--- config.mk ---
export PLATFORM = sky130hd
export DESIGN_NAME = flag_branch_unit
export DESIGN_NICKNAME = d
export VERILOG_FILES = /design/src/rtl/flag_branch_unit_pkg.sv /design/src/rtl/flag_branch_unit_cond_eval.sv /design/src/rtl/flag_branch_unit.sv
export SDC_FILE = /design/constraint.sdc
export NUM_CORES = 1
export LEC_CHECK = 0
export ABC_AREA = 0
export CAP_MARGIN = 30
export CORE_AREA = 5 5 42 44
export DETAILED_ROUTE_END_ITERATION = 10
export DIE_AREA = 0 0 47 49
export DONT_BUFFER_PORTS = 1
export SYNTH_ARGS = -nofsm -noshare
export SYNTH_HDL_FRONTEND = slang
export SYNTH_SLANG_ARGS = --single-unit
export TNS_END_PERCENT = 5
--- constraint.sdc ---
create_clock -name clk -period 5 [get_ports clk]
set_input_delay 1 -clock clk [delete_from_list [all_inputs] [get_ports clk]]
set_output_delay 1 -clock clk [all_outputs]
set_load 0.03 [all_outputs]
--- src/rtl/flag_branch_unit_pkg.sv ---
// Shared types and constants for the flag register and branch resolver.
// Opcodes, conditions, FSM states and flag bit positions.
package flag_branch_unit_pkg;

    typedef enum logic [2:0] {
        OP_ADD    = 3'd0,
        OP_SUB    = 3'd1,
        OP_XOR    = 3'd2,
        OP_RED    = 3'd3,
        OP_SLL    = 3'd4,
        OP_SRA    = 3'd5,
        OP_ROR    = 3'd6,
        OP_PADDSB = 3'd7
    } alu_op_e;

    typedef enum logic [2:0] {
        COND_NE     = 3'd0,
        COND_EQ     = 3'd1,
        COND_GT     = 3'd2,
        COND_LT     = 3'd3,
        COND_GTE    = 3'd4,
        COND_LTE    = 3'd5,
        COND_OVFL   = 3'd6,
        COND_UNCOND = 3'd7
    } cond_e;

    typedef enum logic [1:0] {
        ST_IDLE = 2'd0,
        ST_WAIT = 2'd1,
        ST_DONE = 2'd2
    } state_e;

    localparam int FLAG_Z = 2;
    localparam int FLAG_V = 1;
    localparam int FLAG_N = 0;

    // Which flag bits an opcode is allowed to overwrite.
    function automatic logic [2:0] flag_mask(input logic [2:0] op);
        logic [2:0] m;
        m = 3'b000;
        case (op)
            OP_ADD, OP_SUB:                 m = 3'b111;
            OP_XOR, OP_SLL, OP_SRA, OP_ROR: m[FLAG_Z] = 1'b1;
            default:                        m = 3'b000;
        endcase
        return m;
    endfunction

endpackage

--- src/rtl/flag_branch_unit_cond_eval.sv ---
// Combinational branch condition check against a {Z,V,N} flag vector.
module cond_eval
    import flag_branch_unit_pkg::*;
(
    input  logic [2:0] cond,
    input  logic [2:0] flags,
    output logic       taken
);

    logic z;
    logic v;
    logic n;

    assign z = flags[FLAG_Z];
    assign v = flags[FLAG_V];
    assign n = flags[FLAG_N];

    always_comb begin
        taken = 1'b0;
        case (cond)
            COND_NE:     taken = !z;
            COND_EQ:     taken = z;
            COND_GT:     taken = !z && !n;
            COND_LT:     taken = n;
            COND_GTE:    taken = z || (!z && !n);
            COND_LTE:    taken = n || z;
            COND_OVFL:   taken = v;
            COND_UNCOND: taken = 1'b1;
            default:     taken = 1'b0;
        endcase
    end

endmodule

--- src/rtl/flag_branch_unit.sv ---
// Architectural flag register plus a small FSM that resolves
// flag-dependent branches, waiting out in-flight flag writers.
module flag_branch_unit
    import flag_branch_unit_pkg::*;
(
    input  logic       clk,
    input  logic       rst,
    input  logic       ex_valid,
    input  logic [2:0] ex_op,
    input  logic [2:0] ex_flags,
    input  logic       stall,
    input  logic       flush,
    input  logic       br_req,
    input  logic [2:0] br_cond,
    output logic [2:0] flags_q,
    output logic       br_hazard,
    output logic       br_done,
    output logic       br_taken
);

    state_e     state_q;
    state_e     state_d;
    logic [2:0] cond_q;
    logic [2:0] eval_cond;
    logic [2:0] wr_mask;
    logic       commit;
    logic       latch_cond;
    logic       eval_taken;

    assign wr_mask   = flag_mask(ex_op);
    assign br_hazard = ex_valid && (wr_mask != 3'b000);
    assign commit    = ex_valid && !stall && !flush;

    always_ff @(posedge clk or posedge rst) begin
        if (rst) begin
            flags_q <= 3'b000;
        end else if (commit) begin
            flags_q <= (flags_q & ~wr_mask) | (ex_flags & wr_mask);
        end
    end

    // In IDLE the live request is evaluated; in WAIT the latched one.
    assign eval_cond = (state_q == ST_IDLE) ? br_cond : cond_q;

    cond_eval u_cond_eval (
        .cond  (eval_cond),
        .flags (flags_q),
        .taken (eval_taken)
    );

    always_comb begin
        state_d    = state_q;
        latch_cond = 1'b0;
        case (state_q)
            ST_IDLE: begin
                if (br_req) begin
                    latch_cond = 1'b1;
                    state_d    = br_hazard ? ST_WAIT : ST_DONE;
                end
            end
            ST_WAIT: begin
                if (!br_hazard && !stall) begin
                    state_d = ST_DONE;
                end
            end
            ST_DONE: state_d = ST_IDLE;
            default: state_d = ST_IDLE;
        endcase
        if (flush) begin
            state_d    = ST_IDLE;
            latch_cond = 1'b0;
        end
    end

    always_ff @(posedge clk or posedge rst) begin
        if (rst) begin
            state_q  <= ST_IDLE;
            cond_q   <= 3'b000;
            br_done  <= 1'b0;
            br_taken <= 1'b0;
        end else begin
            state_q  <= state_d;
            br_done  <= (state_d == ST_DONE);
            br_taken <= (state_d == ST_DONE) && eval_taken;
            if (latch_cond) begin
                cond_q <= br_cond;
            end
        end
    end

endmodule

== Yosys cells after proc, flatten, opt, wreduce, memory -nomap -nowiden ==
Cells that the tools add are included.

* Bits of input ports: 15
* Output and inout port bits: 6
* Register bits after elaboration: 10
* Bits in latches: 0
* ROM bits: 0
* Word-level logic and storage cells: 54
* Memory bits (writable): 0
* Memories: 0

* Shifts and indexed selects: 0
* $lt $le $gt $ge: 0
* $mul: 0
* $add $sub $neg: 0
* Eq/ne operators: 14
* Multiplexer cells: 12
* Reduce and logical (&&, ||, !) cells: 19
* Div/mod/pow operators: 0
* Bitwise gates (word level): 4

{| class="wikitable"
|+ Operators with widths
! kind !! number
|-
| $eq A3 B3 Y1 const B || 7
|-
| $mux W2 || 5
|-
| $eq A3 B2 Y1 const B || 3
|-
| $pmux W1 S8 || 1
|-
| $and A3 B3 Y3 || 2
|-
| $eq A3 B1 Y1 const B || 2
|-
| $logic_and A1 B1 Y1 || 6
|-
| $logic_not A3 Y1 || 2
|-
| $reduce_or A6 Y1 || 1
|-
| $logic_not A1 Y1 || 5
|-
| $mux W1 || 4
|-
| $pmux W2 S2 || 1
|-
| $mux W3 || 1
|-
| $not A3 Y3 || 1
|-
| $or A3 B3 Y3 || 1
|-
| $reduce_bool A3 Y1 || 1
|-
| $eq A2 B1 Y1 const B || 1
|-
| $eq A2 B2 Y1 const B || 1
|-
| $logic_not A2 Y1 || 1
|-
| $logic_or A1 B1 Y1 || 2
|-
| $reduce_or A2 Y1 || 1
|}

== Longest topological paths before layout ==
* Word-level depth: 12
* Mapped depth: 5
* Gate-level depth less buffers: 5

== By module ==
Synthesis repeated with hierarchy kept, for this count alone.

* Cell total of the unflattened synthesis: 45
* Area, all modules: 536.8 um^2

{| class="wikitable"
|+ Modules (own cells, without submodules)
! module !! cells an instance !! times used !! sequential area each (um^2) !! area each (um^2)
|-
| flag_branch_unit || 34 || 1 || 250.2 || 460.4
|-
| cond_eval || 11 || 1 || 0.0 || 76.3
|}

== Worst setup path before layout ==
OpenSTA, ideal clock, no wires.

* Path type: in2out
* Start: input ex_valid
* End: output br_hazard
* Stages: 1
* Arrival time: 1.608 ns
* Required time: 4.000 ns
* Slack: 2.392 ns
* Path buffers: 0
* Path through: a21boi_1

* Cells in the longest elaborated chain, start to end: 1

{| class="wikitable"
|+ RTL lines
! item !! RTL line !! RTL
|-
| start: declaration || flag_branch_unit.sv:8 || <nowiki>input logic ex_valid,</nowiki>
|-
| $logic_and A1 B1 Y1 || flag_branch_unit.sv:31 || <nowiki>assign br_hazard = ex_valid && (wr_mask != 3'b000);</nowiki>
|-
| end: declaration || flag_branch_unit.sv:16 || <nowiki>output logic br_hazard,</nowiki>
|}

Every way passes these cells.

== Worst setup path after layout ==
Ends and elaborated chain as after synthesis.

==> flow_metrics.env <==
export IMPL_ys_warn_count=0
export IMPL_finalNetCount=67
export IMPL_cts_sinks=10
export IMPL_port_buffers=0
export IMPL_worstPathRequired_ns=4.00
export IMPL_critPathSlowestCell="a21boi_1"
export IMPL_power_frac_clock_pct=25.1
export IMPL_crit_family="compound AO/OA/AOI/OAI gates"
export IMPL_grt_pass1_vias=389
export IMPL_die_x_um=47
export IMPL_min_delay_start="cond_q[1]"
export IMPL_max_slew_margin_rel_pct=43.08
export IMPL_start_util_pct=39.20
export IMPL_final_cell_mix="dfrtp_1, nand2_1, mux2_2"
export IMPL_ys_ff_latch=10
export IMPL_wl_mm=1.062
export IMPL_slowest_delay_ns=0.67
export IMPL_drive_above_1_share_pct=26.00
export IMPL_power_internal_mw=0.1417
export IMPL_avgSynthCellArea_um2=11.69
export IMPL_seqPwrFrac_pct=57.8
export IMPL_worstSetupStartpointType="primary input"
export IMPL_first_iter_violations=12
export IMPL_clock_fmax_ghz=0.3738
export IMPL_path_buf_inv=0
export IMPL_yosys_top_cells_area="dfrtp_1, mux2_2, mux2_1"
export IMPL_finalCriticalPeriod_ns=2.675
export IMPL_syn_nets=62
export IMPL_comb_power_share_pct=17.0
export IMPL_rsz0062_at_grt="false"
export IMPL_fin_crit_sh_pct=53.51
export IMPL_antenna_found_initial=0
export IMPL_final_common_cell="dfrtp_1"
export IMPL_yosysTopAreaCell="dfrtp_1"
export IMPL_post_dp_hpwl_um=861
export IMPL_fin_setup_tns_ns=0
export IMPL_diodes=0
export IMPL_syn_inst=47
export IMPL_r2r_end="br_taken"
export IMPL_critPathKind="primary input to primary output"
export IMPL_clk_pin_slew_ns=0.06
export IMPL_setup_viol=0
export IMPL_worstMarginPinSlew_ns=0.8520
export IMPL_rr_worst_depth=4
export IMPL_critPathMaxFanout=5
export IMPL_viasPerCell=6.015
export IMPL_std_cell_rows=14
export IMPL_syn2layout_area_growth_pct=7.745
export IMPL_gr_total_overflow=0
export IMPL_ir_drop_mv=0.1811
export IMPL_synth_seq_area_share_pct=45.56
export IMPL_critPathCaptureType="primary output"
export IMPL_dr_pass1_iters=4
export IMPL_status="finished, final reports clean"
export IMPL_dieArea_um2=2303
export IMPL_synth_top_area_share_pct=45.56
export IMPL_fin_hold_ws_ns=0.5102
export IMPL_cts_tree="built"
export IMPL_ys_types=25
export IMPL_final_cells=66
export IMPL_grt_pass1_wl_mm=1.842
export IMPL_cts_resized=0
export IMPL_finalPower_mw=0.2106
export IMPL_htreeDepth=1
export IMPL_reg2reg_from="state_q[0]"
export IMPL_clock_skew_ns=0.006376
export IMPL_grt_util_all_layers_pct=11.33
export IMPL_root_buffer="clkbuf_4"
export IMPL_slew_viol_final=0
export IMPL_postCtsHoldBufs=0
export IMPL_postRouteAntennaNets=0
export IMPL_holdPathStages=1
export IMPL_powerDensity_nw_per_um2=355.9
export IMPL_cp_cell_sequence="a21boi_1"
export IMPL_gp_congestion=0.8015
export IMPL_ios=21
export IMPL_min_to="cond_q[1]"
export IMPL_grt_start_max_net_pins=11
export IMPL_num_vias=397
export IMPL_hold_class="flip-flop to flip-flop"
export IMPL_coreArea_um2=1401
export IMPL_dieHeight_um=49
export IMPL_final_area_um2=591.8
export IMPL_wl_per_cell_um=16.09
export IMPL_post_cts_setup_buffers=0
export IMPL_clock_path_buffers=2
export IMPL_rrSetupSlack_ns=3.22
export IMPL_cts_inserted_buffers=3
export IMPL_switching_share_pct=32.74
export IMPL_max_cap_violations=0
export IMPL_clk_latency_ns=0.26
export IMPL_synth_area_um2=549.3
export IMPL_postPlaceCellArea_um2=569.3
export IMPL_dp_cells=63
export IMPL_cellLeakagePower_nw=0.2372
export IMPL_switchingPower_mw=0.06897
export IMPL_hold_viol=0
export IMPL_drc=0
export IMPL_worstPathArrival_ns=1.68
## logic make-up (layout without fill, tap and decap cells)
family | count (synthesis) | count (layout) | share of synthesized area, %
buffers and inverters | 1 | 4 | 0.6827
AOI/OAI and AO/OA | 11 | 11 | 15.03
muxes | 9 | 9 | 20.27
and+or+nand+nor | 16 | 16 | 18.45
DFF | 10 | 10 | 45.56
## cells in the mapped netlist
master and n:
a2111oi_0 2, a2111oi_1 1, a211oi_1 1, a21boi_1 1
a21oi_1 1, dfrtp_1 10, inv_1 1, mux2_1 3
mux2_2 4, mux2i_1 1, mux4_2 1, nand2_1 5
nand2b_1 2, nand3_1 1, nor2_1 1, nor2_2 1
nor3_1 1, nor3_2 1, nor3b_2 1, nor4bb_1 1
o211ai_1 1, o21ai_0 3, o31ai_2 1, or3_1 1
or4_4 1
## through the flow
step	setup WS (ns)	util [%]
after floorplan	2.392	-
final	2.325	42.23
after detailed placement	2.316	40.63
after global routing	2.292	42.23
after global placement	2.316	40.63
after CTS	2.316	42.23
## cell type report
| cell class | instances | area, µm² |
|---|---|---|
| Fill cell | 145 | 809.5 |
| Multi-Input combinational cell | 36 | 295.3 |
| Sequential cell | 10 | 250.2 |
| Clock buffer | 3 | 22.52 |
| Tap cell | 16 | 20.02 |
| Inverter | 1 | 3.754 |
## power groups by stage
stage                     Clock, mW  Combinational [mW]  Sequential (mW)
after CTS                    0.0570              0.0364            0.122
after global routing         0.0636              0.0411            0.124
after global placement            0              0.0357            0.123
after detailed placement          0              0.0363            0.124
final                        0.0529              0.0358            0.122
after floorplan                   0              0.0324            0.119
## routing by layer
| metal | vias up | GRT usage, % | wire, µm |
|---|---|---|---|
| met2 | 19 | 14.71 | 496 |
| met5 | - | 0 | 0 |
| li1 | 188 | - | - |
| met4 | 0 | 2.765 | 0 |
| met3 | 0 | 8.118 | 142 |
| met1 | 190 | 15.07 | 423 |
## worst max path at each step
stage | start | end | slack [ns] | cells past startpoint
5_1_grt | ex_valid | br_hazard | 2.29 | 1
2_1_floorplan | ex_valid | br_hazard | 2.39 | 1
6_report | ex_valid | br_hazard | 2.32 | 1
3_5_place_dp | ex_valid | br_hazard | 2.32 | 1
4_1_cts | ex_valid | br_hazard | 2.32 | 1
3_3_place_gp | ex_valid | br_hazard | 2.32 | 1
Note: power is estimated with default switching activity, not from simulation.
